[config.mk]
export PLATFORM = sky130hd
export DESIGN_NAME = polar_to_rect
export DESIGN_NICKNAME = d
export VERILOG_FILES = /design/src/rtl/polar_to_rect.sv
export SDC_FILE = /design/constraint.sdc
export NUM_CORES = 2
export LEC_CHECK = 0
export ABC_AREA = 1
export CAP_MARGIN = 10
export CORE_UTILIZATION = 45
export CTS_BUF_LIST = sky130_fd_sc_hd__clkbuf_16
export CTS_CLUSTER_DIAMETER = 50
export DETAILED_ROUTE_END_ITERATION = 8
export PLACE_DENSITY = 0.65
export SYNTH_ARGS = -nofsm -noshare
export SYNTH_HDL_FRONTEND = slang
export SYNTH_SLANG_ARGS = --single-unit
[constraint.sdc]
create_clock -name clk_in -period 4.3 [get_ports clk_in]
set_clock_uncertainty 0.15 [all_clocks]
set_input_delay 1.075 -clock clk_in [delete_from_list [all_inputs] [get_ports clk_in]]
set_output_delay 1.075 -clock clk_in [all_outputs]
set_load 0.03 [all_outputs]
[src/rtl/polar_to_rect.sv]
`default_nettype none
// ============================================================================
// Module   : polar_to_rect
// Purpose  : Iterative rotation-mode CORDIC, per-channel (magnitude, phase)
//            to (X, Y). Macro POLAR_TO_RECT_GAIN_COMP_EN adds a 1/K SCALE cycle.
// Revision : 1.0
// ============================================================================
module polar_to_rect #(
    parameter int CHANNELS   = 4,
    parameter int DATA_WIDTH = 32,
    parameter int ITERATIONS = 12
) (
    input  logic                           clk_in,
    input  logic                           rst_in,
    input  logic [DATA_WIDTH-1:0]          data_in [CHANNELS-1:0],
    input  logic                           valid_in,
    output logic                           ready_out,
    output logic [CHANNELS*DATA_WIDTH-1:0] data_out,
    output logic                           valid_out,
    input  logic                           ready_in
);
    localparam int HW = DATA_WIDTH / 2;
    localparam int XW = HW + 2;
    localparam int ZW = HW + 1;
    localparam int CW = 4;

    localparam logic signed [ZW-1:0] PI_Z          = ZW'(25736);
    localparam logic signed [ZW-1:0] NEG_PI_Z      = ZW'(-25736);
    localparam logic signed [ZW-1:0] HALF_PI_Z     = ZW'(12868);
    localparam logic signed [ZW-1:0] NEG_HALF_PI_Z = ZW'(-12868);
    localparam logic signed [XW-1:0] SAT_MAX       = XW'((1 << (HW - 1)) - 1);
    localparam logic signed [XW-1:0] SAT_MIN       = XW'(-(1 << (HW - 1)));

    localparam logic [1:0] S_IDLE  = 2'd0;
    localparam logic [1:0] S_ITER  = 2'd1;
`ifdef POLAR_TO_RECT_GAIN_COMP_EN
    localparam logic [1:0] S_SCALE = 2'd2;
    localparam logic signed [16:0] INV_K = 17'sd19898;
`endif
    localparam logic [1:0] S_DONE  = 2'd3;

    logic [1:0]    state;
    logic [1:0]    state_nx;
    logic [CW-1:0] iter_cnt;
    logic          load_start;
    logic          do_iter;
    logic          last_iter;
    logic          load_out;

    function automatic logic signed [ZW-1:0] atan_rom(input logic [CW-1:0] idx);
        case (idx)
            4'd0:    atan_rom = ZW'(6434);
            4'd1:    atan_rom = ZW'(3798);
            4'd2:    atan_rom = ZW'(2007);
            4'd3:    atan_rom = ZW'(1019);
            4'd4:    atan_rom = ZW'(511);
            4'd5:    atan_rom = ZW'(256);
            4'd6:    atan_rom = ZW'(128);
            4'd7:    atan_rom = ZW'(64);
            4'd8:    atan_rom = ZW'(32);
            4'd9:    atan_rom = ZW'(16);
            4'd10:   atan_rom = ZW'(8);
            4'd11:   atan_rom = ZW'(4);
            4'd12:   atan_rom = ZW'(2);
            default: atan_rom = ZW'(1);
        endcase
    endfunction

    function automatic logic [HW-1:0] sat(input logic signed [XW-1:0] v);
        logic signed [XW-1:0] t;
        t = v;
        if (v > SAT_MAX)      t = SAT_MAX;
        else if (v < SAT_MIN) t = SAT_MIN;
        sat = t[HW-1:0];
    endfunction

    always_ff @(posedge clk_in) begin
        if (rst_in) state <= S_IDLE;
        else        state <= state_nx;
    end

    always_comb begin
        state_nx = state;
        case (state)
            S_IDLE:  if (valid_in) state_nx = S_ITER;
`ifdef POLAR_TO_RECT_GAIN_COMP_EN
            S_ITER:  if (last_iter) state_nx = S_SCALE;
            S_SCALE: state_nx = S_DONE;
`else
            S_ITER:  if (last_iter) state_nx = S_DONE;
`endif
            S_DONE:  if (ready_in) state_nx = S_IDLE;
            default: state_nx = S_IDLE;
        endcase
    end

    always_comb begin
        ready_out  = (state == S_IDLE) && !rst_in;
        valid_out  = (state == S_DONE);
        load_start = ready_out && valid_in;
        do_iter    = (state == S_ITER);
        last_iter  = do_iter && (iter_cnt == CW'(ITERATIONS - 1));
`ifdef POLAR_TO_RECT_GAIN_COMP_EN
        load_out   = (state == S_SCALE);
`else
        load_out   = last_iter;
`endif
    end

    always_ff @(posedge clk_in) begin
        if (rst_in || load_start)     iter_cnt <= '0;
        else if (do_iter && !last_iter) iter_cnt <= iter_cnt + CW'(1);
    end

    generate
        for (genvar g = 0; g < CHANNELS; g++) begin : g_chan
            logic signed [HW-1:0] mag;
            logic signed [HW-1:0] phase;
            logic signed [ZW-1:0] ph_c;
            logic signed [XW-1:0] x0, y0, x, y, x_sh, y_sh, x_nx, y_nx, x_fin, y_fin;
            logic signed [ZW-1:0] z0, z, z_nx, ang;
            logic [DATA_WIDTH-1:0] out_q;

            assign mag   = data_in[g][HW-1:0];
            assign phase = data_in[g][DATA_WIDTH-1:HW];

            // Clamp to [-PI, PI], then fold into the CORDIC convergence range
            always_comb begin
                ph_c = ZW'(phase);
                if (ph_c > PI_Z)          ph_c = PI_Z;
                else if (ph_c < NEG_PI_Z) ph_c = NEG_PI_Z;
                x0 = XW'(mag);
                y0 = '0;
                z0 = ph_c;
                if (ph_c > HALF_PI_Z) begin
                    x0 = '0;
                    y0 = XW'(mag);
                    z0 = ph_c - HALF_PI_Z;
                end else if (ph_c < NEG_HALF_PI_Z) begin
                    x0 = '0;
                    y0 = -XW'(mag);
                    z0 = ph_c + HALF_PI_Z;
                end
            end

            always_comb begin
                x_sh = x >>> iter_cnt;
                y_sh = y >>> iter_cnt;
                ang  = atan_rom(iter_cnt);
                if (!z[ZW-1]) begin
                    x_nx = x - y_sh;
                    y_nx = y + x_sh;
                    z_nx = z - ang;
                end else begin
                    x_nx = x + y_sh;
                    y_nx = y - x_sh;
                    z_nx = z + ang;
                end
            end

            always_ff @(posedge clk_in) begin
                if (rst_in) begin
                    x <= '0;
                    y <= '0;
                    z <= '0;
                end else if (load_start) begin
                    x <= x0;
                    y <= y0;
                    z <= z0;
                end else if (do_iter) begin
                    x <= x_nx;
                    y <= y_nx;
                    z <= z_nx;
                end
            end

`ifdef POLAR_TO_RECT_GAIN_COMP_EN
            logic signed [XW+16:0] x_prod;
            logic signed [XW+16:0] y_prod;
            assign x_prod = x * INV_K;
            assign y_prod = y * INV_K;
            assign x_fin  = x_prod[XW+14:15];
            assign y_fin  = y_prod[XW+14:15];
`else
            assign x_fin  = x_nx;
            assign y_fin  = y_nx;
`endif

            always_ff @(posedge clk_in) begin
                if (rst_in)        out_q <= '0;
                else if (load_out) out_q <= {sat(y_fin), sat(x_fin)};
            end

            assign data_out[DATA_WIDTH*g +: DATA_WIDTH] = out_q;
        end
    endgenerate
endmodule
`default_nettype wire

==> results.py <==
metrics = {
    "cells_and_area": {
        "instances_no_fill": 10000,
        "drive_gt1_frac": 0.280,
        "fin_util": 0.692,
        "final_common_cell": "nand2_1",
        "layout_common_cells": "1968 x nand2_1, 1492 x buf_4, 717 x inv_1",
        "nets": 9152,
        "area_growth_pct": 51.4,
        "design_area_um2": 62600,
    },
    "worst_setup_path": {
        "crit_path_start_kind": "flip-flop",
        "cp_common_cell": "nand2_2",
        "slowest_delay_ps": 400,
        "critPathCaptureType": "flip-flop",
        "timing.rr.end": "g_chan[2].out_q[20]",
        "cp.arrival_ps": 5170,
        "worstPathRequired_ps": 4720,
        "worstSetupPathType": "flip-flop to flip-flop",
        "cp_max_fo": 7,
        "cp.buffers_inverters": 9,
        "r2r_cells": 28,
        "crit_family": "simple AND/OR/NAND/NOR gates",
        "rrSetupSlack_ps": -450,
        "r2r_start": "iter_cnt[0]",
        "slowest_stage": "dfxtp_4",
    },
    "cts": {
        "clkLatencyLatePin_ps": 640,
        "h-tree-depth": 3,
        "clk_path_buf_depth": 3,
        "cts_tree": "yes",
        "clk_pin_slew_ps": 50,
        "cts_sinks": 359,
        "cts_root_buf": "clkbuf_16",
        "cts_inserted_buffers": 66,
    },
    "synthesis": {
        "syn_area_um2": 41400,
        "avgSynthCellArea_um2": 5.78,
        "yosysSeqAreaShare": 0.174,
        "netlist_instances": 7157,
        "ys_ff_latch": 359,
        "synth_top_area_cell": "nand2_1",
        "synthArstFlopShare": 0,
        "synth-edff-count": 0,
        "netlist.area_leader.share": 0.194,
        "syn-num-nets": 7536,
        "synth_cell_types": 56,
        "yosys_warnings": 0,
        "synth_flop_cell": "dfxtp_1",
        "synth_top_cells_by_area": "nand2_1 19%, dfxtp_1 17%, nand3_1 9.6%, o21ai_0 8.0%, ha_1 7.1%",
    },
    "power_and_ir_drop": {
        "p_switching_mw": 17.8,
        "p_clk_frac": 0.139,
        "leakage_nw": 31.9,
        "swShare": 0.473,
        "ir_worst_vdd_v": 0.000372,
        "seqPwrFrac": 0.116,
        "comb_power_share": 0.745,
        "p_int_mw": 19.8,
        "power_density_nw_per_um2": 601,
    },
    "min_path": {
        "hold_path.class": "flip-flop to flip-flop",
        "hold-path-cell-count": 2,
        "holdPathEnd": "g_chan[2].out_q[17]",
        "min_from": "g_chan[2].out_q[17]",
    },
    "route": {
        "via_per_inst": 5.51,
        "first_iter_violations": 5334,
        "routedWlPerCell_um": 17.8,
        "dr.pass1.iters": 7,
        "routed_wl_um": 178000,
        "ant_nets": 0,
        "route.detailed.drc": 0,
        "num_vias": 55100,
    },
    "timing": {
        "rsz0062_at_grt": "yes",
        "fin_crit_ps": 4750,
        "timing.fmax_mhz": 210,
        "setup_ws_ps": -455,
        "hold_violations": 0,
        "whs_ps": 321,
        "worst_slew_pin_slew_ps": 1120,
        "final-max-slew-violation-count": 0,
        "finalCritPeriodShare": 1.11,
        "setup_violations": 196,
        "maxSlewHeadroom": 0.256,
    },
    "floorplanning": {
        "boundaryPins": 262,
        "coreArea_um2": 90600,
        "start_util": 0.457,
        "dieArea_um2": 93100,
        "rows": 110,
        "die-height_um": 305,
        "die_w_um": 305,
    },
    "placed_design": {
        "dp_hpwl_um": 131000,
        "dp.cells": 9781,
        "gp_congestion": 0.994,
        "placed_area_um2": 55900,
        "port_buffers": 261,
    },
    "grt": {
        "grt_pass1_wl_um": 274000,
        "track_usage": 0.361,
        "grt_antenna_before_repair": 4,
        "grt_overflow": 0,
        "grt_pass1_vias": 52400,
        "grt_max_degree": 131,
    },
    "flow_run": {
        "maxCapViolations": 0,
    },
    "status": {
        "status": "finished, violations left",
        "violations": "negative setup slack",
    },
}
==> worst max path at each step <==
stage	cells past startpoint	startpoint	slack [ps]	to
floorplan	28	iter_cnt[0]	20	g_chan[0].out_q[10]
global placement	21	data_in[86]	-900	g_chan[2].x[16]
detailed placement	22	data_in[86]	-880	g_chan[2].x[16]
CTS	31	iter_cnt[0]	-300	g_chan[2].out_q[0]
global route	29	iter_cnt[0]	-620	g_chan[2].out_q[20]
finish	28	iter_cnt[0]	-450	g_chan[2].out_q[20]
==> cells by family (layout without fill, tap and decap cells) <==
family,after synthesis,after routing,share of synthesized area
adder cells (fa/ha/maj),247,247,0.0769
AND/OR/NAND/NOR,3645,3645,0.372
flip-flops,359,359,0.174
other,0,1,0
AO/OA/AOI/OAI,1495,1495,0.200
buffers and inverters,1084,2752,0.108
XOR/XNOR,327,327,0.0692
==> power groups by stage <==
stage,sequential (mW),clock [mW],combinational (mW)
6_report,4.38,5.24,28.0
4_1_cts,4.33,5.28,26.1
2_1_floorplan,4.12,0,12.7
3_5_place_dp,4.37,0,23.6
3_3_place_gp,4.37,0,23.3
5_1_grt,4.40,5.43,30.3
==> state kept, by name (all words and copies together), names as in the netlist <==
signal and cells:
g_chan.out_q 128, g_chan.ang 13, g_chan.z 68, iter_cnt 4, state 2, g_chan.x 72, g_chan.y 72
==> worst register-to-register path: cells and delay by family (launching register included) <==
kind            cells  cell delay, ps
flops               1             400
buf+inv             9            1210
fa+ha+maj           1             360
simple gates       13            1510
compound gates      4             930
xor+xnor            1             120
==> layer usage <==
metal,global-route usage,wire length (um),vias up
met2,0.613,83100,2233
met4,0.188,10000,4
met3,0.0526,13000,593
li1,-,-,26900
met1,0.441,71600,25400
met5,0,30,-
==> metrics by stage <==
stage | worst slack [ps] | power, mW | TNS (ps)
floorplan | 17.3 | 16.8 | 0
global placement | -903 | 27.7 | -174190
detailed placement | -878 | 28.0 | -193300
CTS | -305 | 35.7 | -29310
global route | -618 | 40.1 | -125540
finish | -455 | 37.6 | -45700
==> layout make-up <==
class / count / area (um2)
clock inverters: 51 / 448
multi-input cells: 5714 / 32700
well taps: 1176 / 1470
repair buffers: 1870 / 16100
inverters: 757 / 2920
repair inverters: 5 / 36.3
flip-flops and latches: 359 / 7200
fillers: 8112 / 27900
clock buffers: 69 / 1730
diodes: 1 / 2.50
==> synth_stat cells (19+ instances only) <==
cell / count
nand4_1: 70
a21boi_0: 21
ha_1: 235
dfxtp_1: 359
buf_2: 86
buf_4: 24
o21ai_0: 665
buf_1: 27
nand3_1: 796
a31oi_1: 81
o31ai_1: 34
a21oi_1: 513
inv_1: 739
nor3_1: 69
o21ai_1: 19
a21oi_2: 53
or2_2: 37
buf_6: 25
xnor2_1: 102
clkbuf_1: 163
nand2_1: 2136
o211ai_1: 31
nand3_2: 20
nand2_2: 19
xor2_1: 225
nor2_1: 447
==> repair_timing <==
item,CTS,global route
hold buffers,0,0
gates resized for setup,483,343
pin swaps,145,161
cloned,20,5
setup endpoints to repair,245,331
setup buffers,45,31
Power figures use the tool's default switching activity.
